File: config.mk
export PLATFORM = sky130hd
export DESIGN_NAME = serial_bit_tx
export DESIGN_NICKNAME = d
export VERILOG_FILES = /design/src/rtl/serial_bit_tx_pkg.sv /design/src/rtl/serial_bit_tx_bit_timer.sv /design/src/rtl/serial_bit_tx.sv
export SDC_FILE = /design/constraint.sdc
export NUM_CORES = 1
export LEC_CHECK = 0
export ABC_AREA = 0
export CAP_MARGIN = 25
export CORE_MARGIN = 3
export CORE_UTILIZATION = 50
export DETAILED_ROUTE_END_ITERATION = 10
export PLACE_DENSITY = 0.7
export RECOVER_POWER = 25
export SLEW_MARGIN = 20
export SYNTH_ARGS = -nofsm -noshare
export SYNTH_HDL_FRONTEND = slang
export SYNTH_HIERARCHICAL = 1
export SYNTH_SLANG_ARGS = --single-unit
File: constraint.sdc
create_clock -name clk -period 5.4 [get_ports clk]
set_input_delay 1.08 -clock clk [delete_from_list [all_inputs] [get_ports clk]]
set_output_delay 1.08 -clock clk [all_outputs]
set_load 0.01 [all_outputs]
File: src/rtl/serial_bit_tx_pkg.sv
// Shared types, line levels and the parity helper for the bit-serial transmitter.
package serial_bit_tx_pkg;

  typedef enum logic [2:0] {
    IDLE   = 3'd0,
    START  = 3'd1,
    DATA   = 3'd2,
    PARITY = 3'd3,
    STOP   = 3'd4
  } tx_state_t;

  localparam logic LINE_IDLE = 1'b1;
  localparam logic START_BIT = 1'b0;
  localparam logic STOP_BIT  = 1'b1;

  // Words wider than this are not supported by the parity helper.
  localparam int PARITY_MAX_W = 64;

  function automatic logic parity_of(input logic [PARITY_MAX_W-1:0] word, input logic odd);
    return (^word) ^ odd;
  endfunction

endpackage

File: src/rtl/serial_bit_tx_bit_timer.sv
// Bit-period down-counter: bit_last marks the final cycle of a bit period,
// bit_first marks the edge that opens a new bit period.
module bit_timer #(
  parameter int CLKS_PER_BIT = 4
) (
  input  logic clk,
  input  logic reset,
  input  logic start,
  output logic bit_first,
  output logic bit_last
);

  localparam int CW = (CLKS_PER_BIT > 1) ? $clog2(CLKS_PER_BIT) : 1;
  localparam logic [CW-1:0] RELOAD = CW'(CLKS_PER_BIT - 1);
  localparam logic [CW-1:0] ONE    = CW'(1);
  localparam logic [CW-1:0] ZERO   = CW'(0);

  logic [CW-1:0] cnt_r;

  // Reload on accept and on every bit boundary, otherwise count down.
  always_ff @(posedge clk) begin
    if (reset) begin
      cnt_r <= ZERO;
    end else if (start || bit_last) begin
      cnt_r <= RELOAD;
    end else begin
      cnt_r <= cnt_r - ONE;
    end
  end

  assign bit_last  = (cnt_r == ZERO);
  assign bit_first = start || bit_last;

endmodule

File: src/rtl/serial_bit_tx.sv
// Framed bit-serial transmitter: start, WIDTH data bits LSB first, optional
// parity, stop; emits an enable strobe for each data and parity bit.
module serial_bit_tx
  import serial_bit_tx_pkg::*;
#(
  parameter int WIDTH        = 8,
  parameter int CLKS_PER_BIT = 4,
  parameter bit PARITY_EN    = 1'b1,
  parameter bit PARITY_ODD   = 1'b0
) (
  input  logic             clk,
  input  logic             reset,
  input  logic [WIDTH-1:0] data_in,
  input  logic             load_valid,
  output logic             load_ready,
  output logic             D,
  output logic             en,
  output logic             busy,
  output logic             done
);

  localparam int BW = (WIDTH > 0) ? $clog2(WIDTH + 1) : 1;
  localparam logic [BW-1:0] LAST_BIT = BW'(WIDTH);
  localparam logic [BW-1:0] BIT_ONE  = BW'(1);
  localparam logic [BW-1:0] BIT_ZERO = BW'(0);

  tx_state_t        state_r;
  logic [WIDTH-1:0] shift_r;
  logic             par_r;
  logic [BW-1:0]    bitcnt_r;
  logic             accept_s;
  logic             bit_first_s;
  logic             bit_last_s;

  assign load_ready = (state_r == IDLE);
  assign accept_s   = load_valid && load_ready;

  bit_timer #(
    .CLKS_PER_BIT(CLKS_PER_BIT)
  ) u_bit_timer (
    .clk      (clk),
    .reset    (reset),
    .start    (accept_s),
    .bit_first(bit_first_s),
    .bit_last (bit_last_s)
  );

  // Frame sequencer; D/en/busy/done are updated on the same edge as the state
  // so the line level always matches the bit being sent.
  always_ff @(posedge clk) begin
    if (reset) begin
      state_r  <= IDLE;
      shift_r  <= {WIDTH{1'b0}};
      par_r    <= 1'b0;
      bitcnt_r <= BIT_ZERO;
      D        <= LINE_IDLE;
      en       <= 1'b0;
      busy     <= 1'b0;
      done     <= 1'b0;
    end else begin
      en   <= 1'b0;
      done <= 1'b0;
      case (state_r)
        IDLE: begin
          if (accept_s) begin
            shift_r  <= data_in;
            par_r    <= parity_of(PARITY_MAX_W'(data_in), PARITY_ODD);
            bitcnt_r <= BIT_ZERO;
            state_r  <= START;
            D        <= START_BIT;
            busy     <= 1'b1;
          end else begin
            D    <= LINE_IDLE;
            busy <= 1'b0;
          end
        end
        START: begin
          if (bit_last_s) begin
            state_r  <= DATA;
            D        <= shift_r[0];
            shift_r  <= shift_r >> 1'b1;
            bitcnt_r <= BIT_ONE;
            en       <= bit_first_s;
          end
        end
        DATA: begin
          if (bit_last_s) begin
            if (bitcnt_r == LAST_BIT) begin
              if (PARITY_EN) begin
                state_r <= PARITY;
                D       <= par_r;
                en      <= bit_first_s;
              end else begin
                state_r <= STOP;
                D       <= STOP_BIT;
              end
            end else begin
              D        <= shift_r[0];
              shift_r  <= shift_r >> 1'b1;
              bitcnt_r <= bitcnt_r + BIT_ONE;
              en       <= bit_first_s;
            end
          end
        end
        PARITY: begin
          if (bit_last_s) begin
            state_r <= STOP;
            D       <= STOP_BIT;
          end
        end
        STOP: begin
          if (bit_last_s) begin
            state_r <= IDLE;
            D       <= LINE_IDLE;
            busy    <= 1'b0;
            done    <= 1'b1;
          end
        end
        default: begin
          state_r <= IDLE;
          D       <= LINE_IDLE;
          busy    <= 1'b0;
        end
      endcase
    end
  end

endmodule

==> Word-level counts from Yosys, hierarchy flattened <==
Index checks and enable logic that the tools add are counted.
{ "totals": {"mem_bits_ro": 0, "mem_bits_rw": 0, "mem_count": 0, "elab_cells": 72, "latch_bits": 0, "ff_bits": 22, "input_bits": 11} }
{ "classes": {"order_cmp": 0, "multipliers": 0, "div_mod_pow": 0, "shifts": 0, "n_addsub": 2, "n_reduce_logical": 16, "mux": 28, "bitwise": 4, "eq_ne": 13} }
{ "ops": {"columns": ["cell", "n"], "rows": [
  ["64-bit parity", 1],
  ["8-bit two-way mux", 4],
  ["8-bit case mux with 3 select lines", 1],
  ["3-bit two-way mux", 6],
  ["4-bit two-way mux", 4],
  ["3-bit case mux with 5 select lines", 1],
  ["2-bit by 1-bit inequality test with 1-bit output, second input constant", 6],
  ["4-bit case mux with 3 select lines", 1],
  ["1-bit two-way mux", 8],
  ["3-bit by 2-bit == test with 1-bit output, second input constant", 2],
  ["6-bit AND reduction", 1],
  ["2-bit OR reduction", 3],
  ["3-bit OR reduction", 2],
  ["5-bit AND reduction", 1],
  ["4-bit by 1-bit adder with 4-bit output, second input constant", 1],
  ["4-bit == test, second input constant", 1],
  ["2-bit inequality test, second input constant", 2],
  ["1-bit inverter", 4],
  ["1-bit case mux with 4 select lines", 1],
  ["2-bit AND reduction", 2],
  ["3-bit by 1-bit == test with 1-bit output, second input constant", 1],
  ["3-bit == test, second input constant", 1],
  ["3-bit logical NOT", 1],
  ["1-bit case mux with 3 select lines", 1],
  ["other kinds (7)", 7]
]} }

==> Longest topological paths before layout <==
Gate-level depths: netlist of the first run.
{ "logic_depth": {"word_depth": 4, "depth_mapped": 7} }

==> Cells and area by module <==
The synthesis of the first run kept the hierarchy.
{ "modules_own_cells": {"columns": ["module", "cells_each", "area_each_um2", "n_inst"], "rows": [
  ["serial_bit_tx", 123, 1093.5, 1],
  ["bit_timer", 9, 80.1, 1]
]} }

==> Worst setup path before layout of the first run <==
OpenSTA, ideal clock, no wires.
{ "synth_path": {"kind": "input -> register", "from": "input port load_valid", "to": "register bitcnt_r[3]", "path_stages": 4, "arrival_ps": 2153, "slack_ps": 3161, "setup_time_ps": 86, "t_required_ps": 5314, "path_cell_list": "mux2i_1 > o22a_2 > or4_1 > a221oi_2"} }
{ "synth_via": {"elab_chain_len": 3} }
{ "synth_rtl": {"columns": ["item", "line_no", "text"], "rows": [
  ["start: declaration", "serial_bit_tx.sv:14", "input logic load_valid,"],
  ["1-bit logical AND", "serial_bit_tx.sv:36", "assign accept_s = load_valid && load_ready;"],
  ["2-bit by 1-bit inequality test with 1-bit output (no line)", null, null],
  ["5-bit AND reduction (no line)", null, null],
  ["end signal: assignment", "serial_bit_tx.sv:100", "bitcnt_r <= bitcnt_r + BIT_ONE;"],
  ["end: declaration", "serial_bit_tx.sv:30", "logic [BW-1:0] bitcnt_r;"]
]} }
Every way passes these cells.
A chain may end at the register's enable or synchronous reset.

==> Worst setup path in the final report of the first run <==
{ "layout_path": {"from": "register state_r[2]", "to": "output port load_ready"} }
{ "layout_via": {"elab_chain_len": 1} }
{ "layout_rtl": {"columns": ["item", "line_no", "text"], "rows": [
  ["start: declaration", "serial_bit_tx.sv:27", "tx_state_t state_r;"],
  ["start signal: assignment", "serial_bit_tx.sv:52", "state_r <= IDLE;"],
  ["start signal: assignment", "serial_bit_tx.sv:69", "state_r <= START;"],
  ["start signal: assignment", "serial_bit_tx.sv:79", "state_r <= DATA;"],
  ["3-bit logical NOT", "serial_bit_tx.sv:35", "assign load_ready = (state_r == IDLE);"],
  ["end: declaration", "serial_bit_tx.sv:15", "output logic load_ready,"]
]} }
Every way passes these cells.

==> results_dict.tcl, run 1 <==
set metrics [dict create \
    status "finished, final reports clean" \
    wl_per_cell_um 13.9 \
    maxSlewHeadroom 0.457 \
    path_max_fanout 18 \
    p_per_area_nw_per_um2 310 \
    clk-insertion-delay-late_ns 0.31 \
    avgSynthCellArea_um2 8.89 \
    place_inst 166 \
    syn_area_um2 1170 \
    reg2reg_depth 6 \
    tns_ns 0 \
    synth_mux_area_frac 0.0682 \
    fp.dieArea_um2 2960 \
    pre_cts_slack_ns 2.46 \
    synth-simple-area-share 0.171 \
    period_share 0.524 \
    ys_seq_area_frac 0.375 \
    fin_ws_ns 2.57 \
    diodes 0 \
    grt_usage 0.186 \
    synth-main-ff-cell "dfxtp_1" \
    slew_viol_final 0 \
    final_layout_size_suffix_gt1_frac 0.0629 \
    critical_path_class "reg -> out" \
    grt_pass1_wl_mm 4.08 \
    async_flop_share 0 \
    arrival_ns 1.75 \
    synthXorXnorAreaFrac 0.0597 \
    antenna_found_initial 0 \
    mostFrequentLayoutCells "dfxtp_1 (22), a21oi_1 (14), clkdlybuf4s50_1 (14)" \
    yosysUniqueCellTypes 37 \
    start_util 0.564 \
    drc 0 \
    vias 993 \
    die_w_um 54.5 \
    clockBufferDepth 2 \
    portBuffers 15 \
    routed_wl_mm 2.36 \
    synthCells 132 \
    ios 16 \
    power.leakage_nw 0.476 \
    whs_ns 0.447 \
    hold_depth 1 \
    worstPathRequired_ns 4.32 \
    fmax_mhz 354 \
    hold_viol 0 \
    layout_commonest_cell "dfxtp_1" \
    synth_top_family_by_area "compound AO/OA/AOI/OAI gates" \
    clockRootBuffer "clkbuf_4" \
    grt_setup_unrepaired "no" \
    ant_nets 0 \
    grtUsageMet3 0.0245 \
    synth_compound_area_frac 0.245 \
    final_cell_count_no_fill 170 \
    max_stage_delay_ns 0.59 \
    hpwlAfterDp_mm 1.72 \
    worstMarginPinSlew_ns 0.812 \
    finalCoreUtilization 0.662 \
    grt_util_met2 0.327 \
    cts_buffers 3 \
    multi_input_area_um2 676 \
    first_pass_iters 4 \
    synth_edf_count 0 \
    cts_setup_buffers 0 \
    avgViaCountPerCell 5.84 \
    cts.sink_count 22 \
    die_y_um 54.5 \
    cts_resized 0 \
    finClkSkew_ns 0.0109 \
    ys_ff_latch 22 \
    setup_viol 0 \
    dr.first_iter.drc_count 17 \
    gr-max-usage-layer "met2" \
    core_area_um2 2080 \
    grtUsageMet1 0.227 \
    grt_max_degree 23 \
    clkTransAtPathRegs_ns 0.13 \
    crit_chain "nor3_1 > clkdlybuf4s50_1" \
    seq_area_um2 440 \
    hold_buffers 0 \
    max_cap_viol_count 0 \
    hold_class "reg -> reg" \
    grt-ovfl-total 0 \
    peakVddDrop_v 0.000178 \
    end_kind "output pin" \
    cts_tree "done" \
    synth_adder_area_share 0.0320 \
    worstSetupStartpointType "flop" \
    synth_warnings 6 \
    num_rows 16 \
    fillers 194 \
    syn-num-nets 146 \
    fin_crit_ns 2.83 \
    grt_pass1_vias 997 \
    htree_num_levels 1 \
    critPathSlowestCell "clkdlybuf4s50_1" \
    gp_congestion 0.783 \
    area_delta_synth_final_pct 17.5 \
    finalNetCount 158 \
]
-- state kept, by name, summed over array words and instances (netlist names) --
register	count
done	1
state_r	3
busy	1
en	1
par_r	1
u_bit_timer/cnt_r	2
shift_r	8
bitcnt_r	4
D	1
-- report_power, final --
group	leakage, nW	switching (W)	internal [W]
combinational	0.267	0.0000549	0.0000520
clock	0.0279	0.0000513	0.0000750
sequential	0.181	0.0000140	0.000180
total	0.476	0.000120	0.000307
-- routing by layer --
metal  wire length, um  vias up
li1                  -      507
met1              1170      473
met2              1120       11
met3                56        2
met4                12        0
met5                 0        -
-- synth_stat cells (2+ instances only) --
master    number  share of area
o31ai_1        2          0.013
nand3b_1       2          0.013
inv_1          7          0.022
ha_1           3          0.032
nand2b_1       3          0.016
dfxtp_1       22           0.38
nor3_1         6          0.026
a211oi_1       8          0.051
clkbuf_1       6          0.019
nand3_1        2         0.0085
or4_1          2          0.013
a221oi_1       2          0.015
a21oi_1       14          0.060
nand2_1        3         0.0096
nor2_1         5          0.016
o21ai_0        7          0.030
mux2i_1        8          0.068
xnor2_1        7          0.052
nand4b_1       4          0.030
and3_1         2          0.011
-- kinds of logic (layout without fill, tap and decap cells) --
| group | after synthesis | after routing |
|---|---|---|
| flip-flops | 22 | 22 |
| multiplexers | 8 | 8 |
| adder cells (fa/ha/maj) | 3 | 3 |
| AO/OA/AOI/OAI | 42 | 42 |
| AND/OR/NAND/NOR | 34 | 34 |
| XOR/XNOR | 8 | 8 |
| buffers and inverters | 15 | 26 |
-- worst paths after layout --
path	start	to	slack [ns]
hold reg to reg	u_bit_timer/cnt_r[0]	u_bit_timer/cnt_r[0]	0.45
hold / removal	u_bit_timer/cnt_r[0]	u_bit_timer/cnt_r[0]	0.45
setup reg to reg	u_bit_timer/cnt_r[0]	bitcnt_r[3]	3.33
setup / recovery	state_r[2]	load_ready	2.57
-- per-stage QoR --
step / cell area [um^2] / total power [W]
2_1_floorplan: 1170 / 0.000272
3_3_place_gp: 1330 / 0.000302
3_5_place_dp: 1330 / 0.000305
4_1_cts: 1380 / 0.000432
5_1_grt: 1380 / 0.000453
6_report: 1380 / 0.000427
-- critical path, delay by kind of cell (launching register included) --
family | cells | cell delay (ns)
flip-flops | 1 | 0.53
buffers and inverters | 1 | 0.59
AND/OR/NAND/NOR | 1 | 0.32
-- final cells by class --
type | instances | share of cell area
well taps | 27 | 0.0245
clock inverters | 1 | 0.0218
flip-flops and latches | 22 | 0.319
multi-input cells | 95 | 0.490
repair buffers | 15 | 0.109
inverters | 7 | 0.0191
clock buffers | 3 | 0.0163
Note: power is estimated with default switching activity, not from simulation.
==> inputs of run 2 (changes only) <==
--- a/config.mk
+++ b/config.mk
@@ -8,7 +8,7 @@
 export ABC_AREA = 0
 export CAP_MARGIN = 25
 export CORE_MARGIN = 3
-export CORE_UTILIZATION = 50
+export CORE_UTILIZATION = 48
 export DETAILED_ROUTE_END_ITERATION = 10
 export PLACE_DENSITY = 0.7
 export RECOVER_POWER = 25
==> constraint.sdc (replaced) <==
create_clock -name clk -period 2.5 [get_ports clk]
set_input_delay 0.5 -clock clk [delete_from_list [all_inputs] [get_ports clk]]
set_output_delay 0.5 -clock clk [all_outputs]
set_load 0.01 [all_outputs]
==> results_dict.tcl, run 2 (synthesis results as in run 1) <==
set metrics [dict create \
    power_frac_seq 0.513 \
    vias 1017 \
    status "finished, final reports clean" \
    clockBufferDepth 2 \
    worstSetupStartpointType "flop" \
    first_pass_iters 4 \
    fp.dieArea_um2 3070 \
    mostFrequentLayoutCells "dfxtp_1 (22), a21oi_1 (14), clkdlybuf4s50_1 (14)" \
    cts.sink_count 22 \
    hold_viol 0 \
    ant_nets 0 \
    period_share 0.843 \
    cts_setup_buffers 0 \
    clockRootBuffer "clkbuf_4" \
    maxSlewHeadroom 0.541 \
    arrival_ns 1.61 \
    grt_pass1_vias 983 \
    setup_viol 0 \
    path_max_fanout 13 \
    p_per_area_nw_per_um2 595 \
    p_sw_frac 0.312 \
    peakVddDrop_v 0.000387 \
    largest_reg_flops 8 \
    layout_commonest_cell "dfxtp_1" \
    critical_path_class "reg -> out" \
    wl_per_cell_um 14.1 \
    hpwlAfterDp_mm 1.75 \
    portBuffers 15 \
    grt_setup_unrepaired "no" \
    hold_buffers 0 \
    core_area_um2 2280 \
    worstPathRequired_ns 2.00 \
    fillers 208 \
    hold_class "reg -> reg" \
    diodes 0 \
    regMostFlops "shift_r" \
    cts_buffers 3 \
    dr.first_iter.drc_count 18 \
    grt-ovfl-total 0 \
    start_util 0.516 \
    final_cell_count_no_fill 173 \
    cts_resized 0 \
    grt_usage 0.172 \
    power.leakage_nw 0.473 \
    num_rows 17 \
    routed_wl_mm 2.43 \
    worstMarginPinSlew_ns 0.688 \
    ios 16 \
    max_cap_viol_count 0 \
    drc 0 \
    antenna_found_initial 0 \
    tns_ns 0 \
    grt_max_degree 18 \
    grt_pass1_wl_mm 4.31 \
    avgViaCountPerCell 5.88 \
    clkTransAtPathRegs_ns 0.12 \
    gp_congestion 0.768 \
    p_comb_frac 0.293 \
    slew_viol_final 0 \
    final_layout_size_suffix_gt1_frac 0.0690 \
    power_frac_clock 0.194 \
    finClkSkew_ns 0.00760 \
    die_w_um 55.4 \
    cts_tree "done" \
    p_int_w 0.000561 \
    fin_crit_ns 2.11 \
    die_y_um 55.4 \
    switchingPower_w 0.000254 \
    clk-insertion-delay-late_ns 0.30 \
    area_delta_synth_final_pct 16.6 \
    fmax_mhz 475 \
    finalNetCount 161 \
    place_inst 170 \
    end_kind "output pin" \
    reg_top3 "shift_r (8), bitcnt_r (4), state_r (3)" \
    htree_num_levels 1 \
]
-- run 2: routing by layer --
metal	wire, um	up-vias	share of wire	GRT usage
met3	95	4	0.039	0.0257
met5	0	-	0	0
met4	48	0	0.020	0.0938
li1	-	511	-	-
met2	1210	23	0.50	0.304
met1	1080	479	0.44	0.197
-- run 2: per-stage QoR --
step                worst slack (ns)  area, um^2  total power (W)  utilization  hold WS [ns]
finish                         0.393        1370         0.000815        0.601         0.439
global route                   0.234        1370         0.000872        0.601         0.457
CTS                            0.390        1370         0.000822        0.603         0.444
detailed placement             0.190        1350         0.000665        0.593         0.426
global placement               0.245        1350         0.000657        0.593         0.416
floorplan                      0.688        1170         0.000588            -         0.402
-- run 2: power groups by stage --
stage               sequential [W]  combinational, W  clock (W)
finish                    0.000418          0.000238   0.000158
global route              0.000424          0.000265   0.000183
CTS                       0.000417          0.000241   0.000164
detailed placement        0.000425          0.000239          0
global placement          0.000423          0.000234          0
floorplan                 0.000414          0.000174          0
-- run 2: cell type report --
class	count	area (um^2)	share of cell area
repair buffers	18	169	0.123
multi-input cells	95	676	0.494
clock buffers	3	22.5	0.0165
flip-flops and latches	22	440	0.322
inverters	7	26.3	0.0192
well taps	28	35.0	0.0256
-- run 2: path summary, 6_finish.rpt --
kind                              from                   end  slack [ns]  cells after the start
setup / recovery            state_r[0]            load_ready        0.39                      2
hold / removal    u_bit_timer/cnt_r[0]  u_bit_timer/cnt_r[0]        0.44                      1
setup reg to reg  u_bit_timer/cnt_r[0]           bitcnt_r[2]        0.51                      6
hold reg to reg   u_bit_timer/cnt_r[0]  u_bit_timer/cnt_r[0]        0.44                      1
-- run 2: worst max-delay path, stage by stage (launching register included) --
cell	delay [ns]
dfxtp_1	0.44
nor3_1	0.28
clkdlybuf4s50_1	0.58
==> inputs of run 3 (changes only) <==
--- a/config.mk
+++ b/config.mk
@@ -8,7 +8,7 @@
 export ABC_AREA = 0
 export CAP_MARGIN = 25
 export CORE_MARGIN = 3
-export CORE_UTILIZATION = 48
+export CORE_UTILIZATION = 50
 export DETAILED_ROUTE_END_ITERATION = 10
 export PLACE_DENSITY = 0.7
 export RECOVER_POWER = 25
==> constraint.sdc (replaced) <==
create_clock -name clk -period 2.1 [get_ports clk]
set_input_delay 0.42 -clock clk [delete_from_list [all_inputs] [get_ports clk]]
set_output_delay 0.42 -clock clk [all_outputs]
set_load 0.01 [all_outputs]
==> results_dict.tcl, run 3 (synthesis results as in run 1) <==
set metrics [dict create \
    status "finished, final reports clean" \
    wl_per_cell_um 14.2 \
    pre_cts_slack_ns -0.0277 \
    worstSetupStartpointType "flop" \
    clockRootBuffer "clkbuf_4" \
    crit_buf_inv 1 \
    fin_crit_ns 1.97 \
    p_per_area_nw_per_um2 726 \
    final_cell_count_no_fill 181 \
    maxSlewHeadroom 0.704 \
    peakVddDrop_v 0.000497 \
    crit_chain "nor3_1 > clkdlybuf4s50_1" \
    end_kind "output pin" \
    worstPathRequired_ns 1.68 \
    fp.dieArea_um2 2960 \
    clk-insertion-delay-late_ns 0.31 \
    core_area_um2 2080 \
    slew_viol_final 0 \
    grt_pass1_wl_mm 4.18 \
    reg_top3 "shift_r (8), bitcnt_r (4), state_r (3)" \
    gp_congestion 0.790 \
    start_util 0.564 \
    grt-ovfl-total 0 \
    whs_ns 0.440 \
    diodes 0 \
    cts_buffers 3 \
    period_share 0.937 \
    area_delta_synth_final_pct 22.9 \
    first_pass_iters 4 \
    avgViaCountPerCell 5.69 \
    arrival_ns 1.55 \
    top_layer "met4" \
    place_inst 177 \
    fmax_mhz 508 \
    clkTransAtPathRegs_ns 0.12 \
    routed_wl_mm 2.57 \
    multi_input_area_um2 676 \
    vias 1030 \
    finalNetCount 169 \
    portBuffers 15 \
    clockBufferDepth 2 \
    ant_nets 0 \
    grt_setup_unrepaired "no" \
    grt_usage 0.198 \
    met3RoutedLength_um 46 \
    wl_met1_mm 1.21 \
    cpLargestDelayFamily "buffers and inverters" \
    wl_met2_mm 1.28 \
    drc 0 \
    largest_reg_flops 8 \
    finalCoreUtilization 0.693 \
    die_y_um 54.5 \
    hold_viol 0 \
    seq_area_um2 442 \
    final_layout_size_suffix_gt1_frac 0.130 \
    max_stage_delay_ns 0.57 \
    path_max_fanout 9 \
    max_cap_viol_count 0 \
    dr.first_iter.drc_count 5 \
    critical_path_class "reg -> out" \
    power.leakage_nw 0.516 \
    antenna_found_initial 0 \
    worstMarginPinSlew_ns 0.440 \
    finClkSkew_ns 0.00190 \
    setup_viol 0 \
    hpwlAfterDp_mm 1.93 \
    num_rows 16 \
    regMostFlops "shift_r" \
    fillers 175 \
    ios 16 \
    htree_num_levels 1 \
    grt_pass1_vias 956 \
    cts_tree "done" \
    die_w_um 54.5 \
    grt_max_degree 13 \
    layout_commonest_cell "dfxtp_1" \
    fin_ws_ns 0.132 \
    cts.sink_count 22 \
    critPathSlowestCell "clkdlybuf4s50_1" \
    mostFrequentLayoutCells "dfxtp_1 (21), a21oi_1 (14), clkdlybuf4s50_1 (14)" \
    hold_class "reg -> reg" \
]
-- run 3: final timing paths --
check,startpoint,to,slack (ns),depth (start not counted)
max,state_r[2],load_ready,0.13,2
max reg2reg,u_bit_timer/cnt_r[0],bitcnt_r[3],0.18,6
min,u_bit_timer/cnt_r[0],u_bit_timer/cnt_r[0],0.44,1
min reg2reg,u_bit_timer/cnt_r[0],u_bit_timer/cnt_r[0],0.44,1
-- run 3: cell type report --
cell class | instances | area share
inverters | 7 | 0.0182
flip-flops and latches | 22 | 0.306
clock buffers | 4 | 0.0252
repair buffers | 26 | 0.159
multi-input cells | 95 | 0.468
well taps | 27 | 0.0234
-- run 3: where the power goes --
group          internal, W  total (W)  switching [W]  leakage, nW
combinational     0.000161   0.000313       0.000152        0.314
sequential        0.000462   0.000495      0.0000326        0.181
clock             0.000106   0.000239       0.000133       0.0210
-- run 3: metal layers --
metal | track usage | up-vias
li1 | - | 531
met1 | 0.230 | 484
met2 | 0.353 | 11
met3 | 0.0245 | 4
met4 | 0.0996 | 0
met5 | 0 | -
-- run 3: per-stage QoR --
stage               power, W  cell area (um^2)  setup TNS, ns
floorplan           0.000700              1170              0
global placement    0.000810              1410              0
detailed placement  0.000818              1410        -0.0376
CTS                  0.00106              1450              0
global route         0.00111              1440              0
finish               0.00105              1440              0
-- run 3: timing repair --
| item | 4_1_cts | 5_1_grt |
|---|---|---|
| setup endpoints to repair | 0 | 3 |
| hold buffers | 0 | 0 |
| buffers inserted | 0 | 0 |
| gates resized for setup | 0 | 2 |
| endpoints found under the hold margin | 0 | 0 |
